### src/rtl/cgra_pkg.sv
// Shared definitions for the compute-tile switch byte protocol: header codes,
// tile op codes, byte assembly helpers and the stream driver state encoding.
package cgra_pkg;

    localparam logic [1:0] HDR_WGT = 2'b00;
    localparam logic [1:0] HDR_CFG = 2'b01;
    localparam logic [1:0] HDR_DAT = 2'b10;

    localparam logic OP_ADD = 1'b0;
    localparam logic OP_SUB = 1'b1;

    typedef enum logic [2:0] {
        ST_IDLE,
        ST_CFG,
        ST_WGT,
        ST_DATA,
        ST_DRAIN
    } drv_state_t;

    function automatic logic [7:0] cfg_byte(input logic [1:0] next_idx, input logic op);
        return {HDR_CFG, next_idx, 3'b000, op};
    endfunction

    function automatic logic [7:0] wgt_byte(input logic [3:0] weight);
        return {HDR_WGT, 2'b00, weight};
    endfunction

    function automatic logic [7:0] dat_byte(input logic [3:0] operand);
        return {HDR_DAT, 2'b00, operand};
    endfunction

endpackage

### src/rtl/tile_stream_driver_if.sv
// Host/tile-facing signal bundle of tile_stream_driver. The driver uses the
// slave modport; the host/loader (and tile model) side uses master.
interface tile_stream_driver_if #(
    parameter int LEN_W = 4
);
    logic             cmd_valid;
    logic             cmd_ready;
    logic             cmd_op;
    logic [3:0]       cmd_weight;
    logic [1:0]       cmd_next_idx;
    logic [LEN_W-1:0] cmd_len;
    logic             opd_valid;
    logic             opd_ready;
    logic [3:0]       opd_data;
    logic [7:0]       tile_tx;
    logic [7:0]       tile_rx;
    logic             res_valid;
    logic [7:0]       res_data;
    logic             busy;
    logic             done;

    modport master (
        output cmd_valid, cmd_op, cmd_weight, cmd_next_idx, cmd_len,
        output opd_valid, opd_data, tile_rx,
        input  cmd_ready, opd_ready, tile_tx, res_valid, res_data, busy, done
    );

    modport slave (
        input  cmd_valid, cmd_op, cmd_weight, cmd_next_idx, cmd_len,
        input  opd_valid, opd_data, tile_rx,
        output cmd_ready, opd_ready, tile_tx, res_valid, res_data, busy, done
    );
endinterface

### src/rtl/tile_result_pipe.sv
// Tags every DATA byte sent to the tile and captures the tile's result when
// the tag emerges RESULT_LAT cycles later; empty means no result in flight.
module tile_result_pipe #(
    parameter int RESULT_LAT = 2
) (
    input  logic       clk,
    input  logic       rst_n,
    input  logic       tag_vld,
    input  logic       tag_last,
    input  logic [7:0] tile_rx,
    output logic       res_valid,
    output logic [7:0] res_data,
    output logic       res_last,
    output logic       empty
);
    logic [RESULT_LAT-1:0] vld_p;
    logic [RESULT_LAT-1:0] last_p;

    always_ff @(posedge clk or negedge rst_n) begin
        if (!rst_n) begin
            vld_p     <= '0;
            last_p    <= '0;
            res_valid <= 1'b0;
            res_last  <= 1'b0;
            res_data  <= '0;
        end else begin
            vld_p     <= (vld_p << 1) | RESULT_LAT'(tag_vld);
            last_p    <= (last_p << 1) | RESULT_LAT'(tag_vld && tag_last);
            // capture stage: tag leaving the shift register lines up with tile_rx
            res_valid <= vld_p[RESULT_LAT-1];
            res_last  <= vld_p[RESULT_LAT-1] && last_p[RESULT_LAT-1];
            if (vld_p[RESULT_LAT-1]) begin
                res_data <= tile_rx;
            end
        end
    end

    assign empty = (vld_p == '0);

endmodule

### src/rtl/tile_stream_driver.sv
// Serialises one job (CFG, WGT, DATA bytes) onto a compute tile and returns
// its results in order. Define CFG_CACHE_EN to skip CFG/WGT bytes the tile already holds.
module tile_stream_driver
    import cgra_pkg::*;
#(
    parameter int LEN_W      = 4,
    parameter int RESULT_LAT = 2
) (
    input  logic                 clk,
    input  logic                 rst_n,
    tile_stream_driver_if.slave  bus
);
    drv_state_t       state;
    logic [LEN_W-1:0] cnt;
    logic             op_r;
    logic [3:0]       wgt_r;
    logic [1:0]       idx_r;
    logic             zero_len_r;
    logic             skip_wgt_r;
    logic [7:0]       last_wgt;
    logic             hit_cfg;
    logic             hit_wgt;
    logic             fire;
    logic             last_fire;
    logic             zlen_done;
    logic             pipe_last;
    logic             pipe_empty;

`ifdef CFG_CACHE_EN
    logic [7:0] cfg_cache;
    logic       cfg_cache_vld;
    logic       wgt_cache_vld;

    // last_wgt doubles as the WGT cache; only the valid bit is separate
    assign hit_cfg = cfg_cache_vld && (cfg_byte(bus.cmd_next_idx, bus.cmd_op) == cfg_cache);
    assign hit_wgt = wgt_cache_vld && (wgt_byte(bus.cmd_weight) == last_wgt);
`else
    assign hit_cfg = 1'b0;
    assign hit_wgt = 1'b0;
`endif

    assign bus.cmd_ready = (state == ST_IDLE);
    assign bus.opd_ready = (state == ST_DATA) && (cnt != '0);
    assign fire          = bus.opd_valid && bus.opd_ready;
    assign last_fire     = fire && (cnt == LEN_W'(1));
    assign bus.busy      = (state != ST_IDLE) || !pipe_empty;
    assign bus.done      = pipe_last || zlen_done;

    always_ff @(posedge clk or negedge rst_n) begin
        if (!rst_n) begin
            state       <= ST_IDLE;
            cnt         <= '0;
            op_r        <= 1'b0;
            wgt_r       <= '0;
            idx_r       <= '0;
            zero_len_r  <= 1'b0;
            skip_wgt_r  <= 1'b0;
            last_wgt    <= 8'h00;
            bus.tile_tx <= 8'h00;
            zlen_done   <= 1'b0;
`ifdef CFG_CACHE_EN
            cfg_cache     <= 8'h00;
            cfg_cache_vld <= 1'b0;
            wgt_cache_vld <= 1'b0;
`endif
        end else begin
            zlen_done <= 1'b0;
            unique case (state)
                ST_IDLE: begin
                    bus.tile_tx <= last_wgt;
                    if (bus.cmd_valid) begin
                        op_r       <= bus.cmd_op;
                        wgt_r      <= bus.cmd_weight;
                        idx_r      <= bus.cmd_next_idx;
                        cnt        <= bus.cmd_len;
                        zero_len_r <= (bus.cmd_len == '0);
                        skip_wgt_r <= hit_wgt;
                        if (!hit_cfg)                state <= ST_CFG;
                        else if (!hit_wgt)           state <= ST_WGT;
                        else if (bus.cmd_len == '0)  state <= ST_DRAIN;
                        else                         state <= ST_DATA;
                    end
                end
                ST_CFG: begin
                    bus.tile_tx <= cfg_byte(idx_r, op_r);
`ifdef CFG_CACHE_EN
                    cfg_cache     <= cfg_byte(idx_r, op_r);
                    cfg_cache_vld <= 1'b1;
`endif
                    if (!skip_wgt_r)     state <= ST_WGT;
                    else if (zero_len_r) state <= ST_DRAIN;
                    else                 state <= ST_DATA;
                end
                ST_WGT: begin
                    bus.tile_tx <= wgt_byte(wgt_r);
                    last_wgt    <= wgt_byte(wgt_r);
`ifdef CFG_CACHE_EN
                    wgt_cache_vld <= 1'b1;
`endif
                    state <= zero_len_r ? ST_DRAIN : ST_DATA;
                end
                ST_DATA: begin
                    // a cycle without an operand repeats the weight: harmless bubble
                    if (fire) begin
                        bus.tile_tx <= dat_byte(bus.opd_data);
                        cnt         <= cnt - LEN_W'(1);
                        if (cnt == LEN_W'(1)) state <= ST_DRAIN;
                    end else begin
                        bus.tile_tx <= last_wgt;
                    end
                end
                ST_DRAIN: begin
                    bus.tile_tx <= last_wgt;
                    if (pipe_empty) begin
                        state     <= ST_IDLE;
                        zlen_done <= zero_len_r;
                    end
                end
                default: state <= ST_IDLE;
            endcase
        end
    end

    tile_result_pipe #(
        .RESULT_LAT (RESULT_LAT)
    ) u_result_pipe (
        .clk       (clk),
        .rst_n     (rst_n),
        .tag_vld   (fire),
        .tag_last  (last_fire),
        .tile_rx   (bus.tile_rx),
        .res_valid (bus.res_valid),
        .res_data  (bus.res_data),
        .res_last  (pipe_last),
        .empty     (pipe_empty)
    );

endmodule

### src/flat_wrapper.sv
// flat-port wrapper written by rule: the top's interface ports become plain ports
module tile_stream_driver_flat import cgra_pkg::*;
#(
    parameter int LEN_W      = 4,
    parameter int RESULT_LAT = 2
)
  (clk, rst_n, bus_cmd_valid, bus_cmd_op, bus_cmd_weight, bus_cmd_next_idx, bus_cmd_len, bus_opd_valid, bus_opd_data, bus_tile_rx, bus_cmd_ready, bus_opd_ready, bus_tile_tx, bus_res_valid, bus_res_data, bus_busy, bus_done);
  tile_stream_driver_if #(.LEN_W(LEN_W)) bus_i ();
  input  logic clk;
  input  logic rst_n;
  input wire logic [$bits(bus_i.cmd_valid)-1:0] bus_cmd_valid;
  input wire logic [$bits(bus_i.cmd_op)-1:0] bus_cmd_op;
  input wire logic [$bits(bus_i.cmd_weight)-1:0] bus_cmd_weight;
  input wire logic [$bits(bus_i.cmd_next_idx)-1:0] bus_cmd_next_idx;
  input wire logic [$bits(bus_i.cmd_len)-1:0] bus_cmd_len;
  input wire logic [$bits(bus_i.opd_valid)-1:0] bus_opd_valid;
  input wire logic [$bits(bus_i.opd_data)-1:0] bus_opd_data;
  input wire logic [$bits(bus_i.tile_rx)-1:0] bus_tile_rx;
  output wire logic [$bits(bus_i.cmd_ready)-1:0] bus_cmd_ready;
  output wire logic [$bits(bus_i.opd_ready)-1:0] bus_opd_ready;
  output wire logic [$bits(bus_i.tile_tx)-1:0] bus_tile_tx;
  output wire logic [$bits(bus_i.res_valid)-1:0] bus_res_valid;
  output wire logic [$bits(bus_i.res_data)-1:0] bus_res_data;
  output wire logic [$bits(bus_i.busy)-1:0] bus_busy;
  output wire logic [$bits(bus_i.done)-1:0] bus_done;
  assign bus_i.cmd_valid = bus_cmd_valid;
  assign bus_i.cmd_op = bus_cmd_op;
  assign bus_i.cmd_weight = bus_cmd_weight;
  assign bus_i.cmd_next_idx = bus_cmd_next_idx;
  assign bus_i.cmd_len = bus_cmd_len;
  assign bus_i.opd_valid = bus_opd_valid;
  assign bus_i.opd_data = bus_opd_data;
  assign bus_i.tile_rx = bus_tile_rx;
  assign bus_cmd_ready = bus_i.cmd_ready;
  assign bus_opd_ready = bus_i.opd_ready;
  assign bus_tile_tx = bus_i.tile_tx;
  assign bus_res_valid = bus_i.res_valid;
  assign bus_res_data = bus_i.res_data;
  assign bus_busy = bus_i.busy;
  assign bus_done = bus_i.done;
  tile_stream_driver #(.LEN_W(LEN_W), .RESULT_LAT(RESULT_LAT)) u_core (.clk(clk), .rst_n(rst_n), .bus(bus_i));
endmodule
### config.mk
export PLATFORM = sky130hd
export DESIGN_NAME = tile_stream_driver_flat
export DESIGN_NICKNAME = d
export VERILOG_FILES = /design/src/rtl/cgra_pkg.sv /design/src/rtl/tile_stream_driver_if.sv /design/src/rtl/tile_result_pipe.sv /design/src/rtl/tile_stream_driver.sv /design/src/flat_wrapper.sv
export SDC_FILE = /design/constraint.sdc
export NUM_CORES = 1
export LEC_CHECK = 0
export BUFFER_PORTS_ARGS = -buffer_cell sky130_fd_sc_hd__clkbuf_2
export CAP_MARGIN = 40
export CELL_PAD_IN_SITES_DETAIL_PLACEMENT = 1
export CELL_PAD_IN_SITES_GLOBAL_PLACEMENT = 2
export CORE_MARGIN = 2
export CORE_UTILIZATION = 33
export DETAILED_ROUTE_END_ITERATION = 10
export PLACE_DENSITY_LB_ADDON = 0.1
export SYNTH_ARGS = -nofsm -noshare
export SYNTH_HDL_FRONTEND = slang
export SYNTH_SLANG_ARGS = --single-unit
### constraint.sdc
create_clock -name clk -period 2.1 [get_ports clk]
set_input_delay 0.105 -clock clk [delete_from_list [all_inputs] [get_ports clk]]
set_output_delay 0.105 -clock clk [all_outputs]
set_load 0.005 [all_outputs]
# Word-level counts from Yosys, hierarchy flattened
# Index checks and enable logic that the tools add are counted.
[word_totals]
regBits = 42
in_bits = 27
output_inout_bits = 21
wordCells = 58
[op_classes]
n_addsub = 1
eq_ne = 9
mux = 13
bitwise = 2
n_reduce_logical = 19
[ops]
columns = ["cell", "n"]
rows = [
  ["$pmux 8 s4", 1],
  ["$mux 3", 5],
  ["$pmux 3 s5", 1],
  ["$mux 4", 2],
  ["$mux 8", 1],
  ["$pmux 4 s2", 1],
  ["$reduce_bool 4->1", 2],
  ["$eq 3x2->1 const B", 2],
  ["$logic_and 1x1->1", 5],
  ["$eq 4x1->1 const B", 1],
  ["$logic_not 4->1", 1],
  ["$ne 2x1->1 const B", 2],
  ["$ne 2x2->1 const B", 2],
  ["$or 2x1->2", 2],
  ["$reduce_and 4->1", 1],
  ["$sub 4x1->4 const B", 1],
  ["$eq 3x1->1 const B", 1],
  ["$eq 3x3->1 const B", 1],
  ["$logic_not 3->1", 1],
  ["$reduce_and 3->1", 1],
  ["$reduce_bool 3->1", 1],
  ["$logic_not 2->1", 1],
  ["$logic_or 1x1->1", 2],
  ["$mux 1", 2],
  ["other kinds (4)", 4],
]

# Logic depth before layout (Yosys ltp)
[logic_depth]
word_depth = 6
depth_mapped = 7
ltp_nobuf = 6

# Hierarchy
# From an unflattened synthesis, not the netlist that was laid out.
[unflattened]
cells_unflattened = 149
area_unflattened_um2 = 1841.8
[modules_own_cells]
columns = ["mod", "n_inst", "cells_each", "area_per_inst_um2", "seq_area_each_um2"]
rows = [
  ["tile_stream_driver", 1, 123, 1342.5, 700.7],
  ["tile_result_pipe", 1, 26, 499.2, 350.3],
]

# Worst setup path after synthesis
# No wires, ideal clock.
[synth_timing]
path_kind = "flip-flop to flip-flop"
start = "reg u_core.cnt[0]"
end = "reg u_core.bus.tile_tx[1]"
setup_ns = 0.126
arrival_ns = 1.654
t_required_ns = 1.974
slack_ns = 0.320
path_stages_with_launch = 7
path_buffers = 1
synth_period_minus_slack_ns = 1.780
cell_sequence = "dfrtp_1 -> inv_1 -> ha_1 -> or3b_1 -> and3_1 -> buf_6 -> a221o_1"
[synth_via]
elab_chain_cells = 5
[synth_lines]
columns = ["element", "line", "rtl"]
rows = [
  ["start: declaration", "tile_stream_driver.sv:14", "logic [LEN_W-1:0] cnt;"],
  ["start signal: assignment", "tile_stream_driver.sv:75", "cnt <= bus.cmd_len;"],
  ["start signal: assignment", "tile_stream_driver.sv:106", "cnt <= cnt - LEN_W'(1);"],
  ["$reduce_bool 4->1", "tile_stream_driver.sv:43", "assign bus.opd_ready = (state == ST_DATA) && (cnt != '0);"],
  ["$logic_and 1x1->1", "tile_stream_driver.sv:43", ""],
  ["$logic_and 1x1->1", "tile_stream_driver.sv:44", "assign fire = bus.opd_valid && bus.opd_ready;"],
  ["net u_core.fire", "tile_stream_driver.sv:23", "logic fire;"],
  ["$mux 8", "tile_stream_driver.sv:104", "if (fire) begin"],
  ["$pmux 8 s4", "tile_stream_driver.sv:68", "unique case (state)"],
  ["end signal: assignment", "tile_stream_driver.sv:70", "bus.tile_tx <= last_wgt;"],
  ["end signal: assignment", "tile_stream_driver.sv:105", "bus.tile_tx <= dat_byte(bus.opd_data);"],
  ["end signal: assignment", "tile_stream_driver.sv:109", "bus.tile_tx <= last_wgt;"],
  ["end: declaration", "tile_stream_driver_if.sv:31", "output cmd_ready, opd_ready, tile_tx, res_valid, res_data, busy, done"],
]
# The timed path passes the listed nets, and every way through them passes these cells.
# A chain may end at the register's enable or synchronous reset.

# Final worst setup path
[layout_timing]
start = "reg u_core.cnt[0]"
end = "reg u_core.bus.tile_tx[0]"
[layout_via]
elab_chain_cells = 5
[layout_lines]
columns = ["element", "line"]
rows = [
  ["$reduce_bool 4->1", "tile_stream_driver.sv:43"],
  ["$logic_and 1x1->1", "tile_stream_driver.sv:43"],
  ["$logic_and 1x1->1", "tile_stream_driver.sv:44"],
  ["$mux 8", "tile_stream_driver.sv:104"],
  ["$pmux 8 s4", "tile_stream_driver.sv:68"],
]
# No other way between the ends.

==> results.md <==
- Status: finished, final reports clean
- Fin area: between 0.002 and 0.0025 mm2
- Vias in the first global route: approximately 1500
- GRT Total Usage: 0.158
- DP Area: approximately 0.0022 mm2
- Clk sinks: 42
- Layout Cells excl Fill: 284
- Ant. Diodes: 0
- Post-synthesis sequential area ratio: 0.557
- Top_reg_cell synth: dfrtp_1
- Fin. max-slew vios: 0
- Total power: 0.00332 W
- WL/cell: 15.9 um
- Skew-Pair Late Insertion Delay: 0.30 ns
- Tcrit/Tclk final: 0.916
- Detailed Place HPWL: 3460 um
- Total gr overflow: 0
- Iter 0 DRT Violations: 60
- Kind of critical path: reg -> reg
- # H-tree levels: 2
- Drt pass-1 iters: 4
- Most frequent cells in the layout: 47 x clkbuf_2, 42 x dfrtp_1, 20 x mux2_2
- Slew HR: 0.673
- Clock skew: 0.0128 ns
- Synth Register Bits: 42
- Setup slack, reg-to-reg: 0.18 ns
- Number of library cell types mapped by synthesis: 42
- Residual DRC count: 0
- Endpoints failing setup: 0
- Initial core utilization: 0.342
- Antenna viol nets, final: 0
- CP required: 2.25 ns
- Cells after synthesis: ~160
- Post-Syn Area: 0.00189 mm2
- WHS: 0.0399 ns
- Largest net degree at the start of global routing: 21
- Asr flop ratio synth: 1.00
- Setup bufs post-CTS: 0
- Ys Warns: 0
- Row count: 27
- Core Area: 0.00551 mm2
- Clk buf depth: 2
- Element type at the critical path end: flip-flop
- Root buf cell: clkbuf_8
- Final Wtd Congestion: between 0.8 and 0.9
- TritonCTS clock tree: yes
- RSZ-0062 raised after global routing: false
- Final Hold Viols: 0
- Reg2Reg Depth: 6
- Clock Pin Slew Worst Setup and Hold Paths: 0.08 ns
- Via density: 5.06
- Die width: roughly 80 um
- Worst Setup Start Kind: flip-flop
- Area Growth Syn to Fin: 24.4%
- Nets: 240
- Layout cells sized above 1: 0.420
- WP data arrival: 2.08 ns
- CTS buffer count: 5
- Initial antenna violation count: 0
- Sum of negative setup slack: 0 ns
- Die area: 0.00633 mm2
- Peak VDD IR: between 400 and 500 uV
- Power Density: approximately 1400 mW/mm2
- Worst-margin pin slew: slightly below 0.5 ns
- IO Pins: 48
- Commonest non-fill, non-tap cell in the layout: clkbuf_2
- Period minus WS final: 1.92 ns
- Crit path max fanout: 7
- Post-synth EDFFs: 0
- Via count: 1436
- Post-Route WL: 4510 um
- Max_cap viols: 0
- Achievable frequency: around 520 MHz
- Syn_area_per_cell: 12.1 um2
- Placed cells: 275
- First-pass GRT wire length: 7730 um
- Hold WC Path Type: in -> reg
- Mapped Nets: around 190
- Die height: 79.6 um
- Input/output buffers: 47
- Static leakage: 1.09 nW
- Hold-critical path depth: 2
## area by class of cell
cell class | instances | area, um2
Timing Repair Buffer | 56 | 305
Multi-Input combinational cell | 103 | 777
Inverter | 3 | 11.3
Fill cell | 615 | 3160
Tap cell | 72 | 90.1
Sequential cell | 42 | 1050
Clock buffer | 8 | 110
## flip-flops by register name (all words and copies together), names as in the netlist
signal and cells:
u_core.bus.tile_tx 8, u_core.u_result_pipe.res_data 8, u_core.cnt 4, u_core.last_wgt 4, u_core.wgt_r 4, u_core.state 3
u_core.idx_r 2, u_core.u_result_pipe.last_p 2, u_core.u_result_pipe.vld_p 2, u_core.op_r 1, u_core.u_result_pipe.res_last 1, u_core.u_result_pipe.res_valid 1
u_core.zero_len_r 1, u_core.zlen_done 1
## synthesized netlist by cell type, drive strengths merged (2+ instances only)
cell     n  share of area
nand3    3         0.0080
nor4     2         0.0066
nand2    7          0.014
clkbuf   2         0.0040
a22o     2         0.0093
nor3     5          0.016
nor2b    4          0.013
dfrtp   42           0.56
inv      3         0.0060
nor3b    2         0.0080
buf      6          0.021
a211oi   2         0.0080
ha       2          0.013
mux2    20           0.12
a21oi    7          0.019
nor2    10          0.020
a221o    3          0.016
a32o     2          0.011
o21ai   10          0.027
a22oi    3          0.012
## per-layer routing
metal	track usage	up-vias	routed length, um
met5	0	-	0
met4	0.0517	0	61
met3	0.0305	7	193
met2	0.257	37	2220
met1	0.212	711	2030
li1	-	681	-
## per-stage QoR
step	util	setup slack, ns
after floorplan	-	0.320
after global placement	0.404	0.222
after detailed placement	0.404	0.159
after CTS	0.426	0.135
after global routing	0.426	0.0274
final	0.426	0.176
## final timing paths
path                                                     start                              to
max in group asynchronous                                rst_n                 u_core.wgt_r[2]
worst max register to register                   u_core.cnt[0]           u_core.bus.tile_tx[0]
worst min-delay path                                bus_cmd_op                     u_core.op_r
min in group asynchronous                                rst_n                 u_core.state[1]
worst min register to register  u_core.u_result_pipe.last_p[0]  u_core.u_result_pipe.last_p[1]
worst max-delay path                             u_core.cnt[0]           u_core.bus.tile_tx[0]
## where the power goes
group | switching [W] | internal, W | leakage [nW]
registers | 0.000299 | 0.00116 | 0.519
clock network | 0.000269 | 0.000332 | 0.0575
logic | 0.000611 | 0.000657 | 0.514
## cells by family after synthesis
group / Yosys count / synth area share
AOI/OAI and AO/OA: 38 / 0.147
adders and majority gates: 2 / 0.0133
buffers and inverters: 11 / 0.0312
DFF: 42 / 0.557
muxes: 20 / 0.119
and+or+nand+nor: 43 / 0.132
## critical path, stage by stage, from the launching register on
cell and delay [ns]:
dfrtp_1 0.40, inv_1 0.10, ha_1 0.23, or3b_1 0.39, and3_2 0.28, a221oi_2 0.31
a211oi_1 0.07
## what timing repair did
item                       CTS  global route
hold buffers                 1             0
hold endpoints to repair    12             0
setup endpoints to repair    0             1
resized for setup            0             1
No activity file was read; power rests on OpenSTA's default activity.
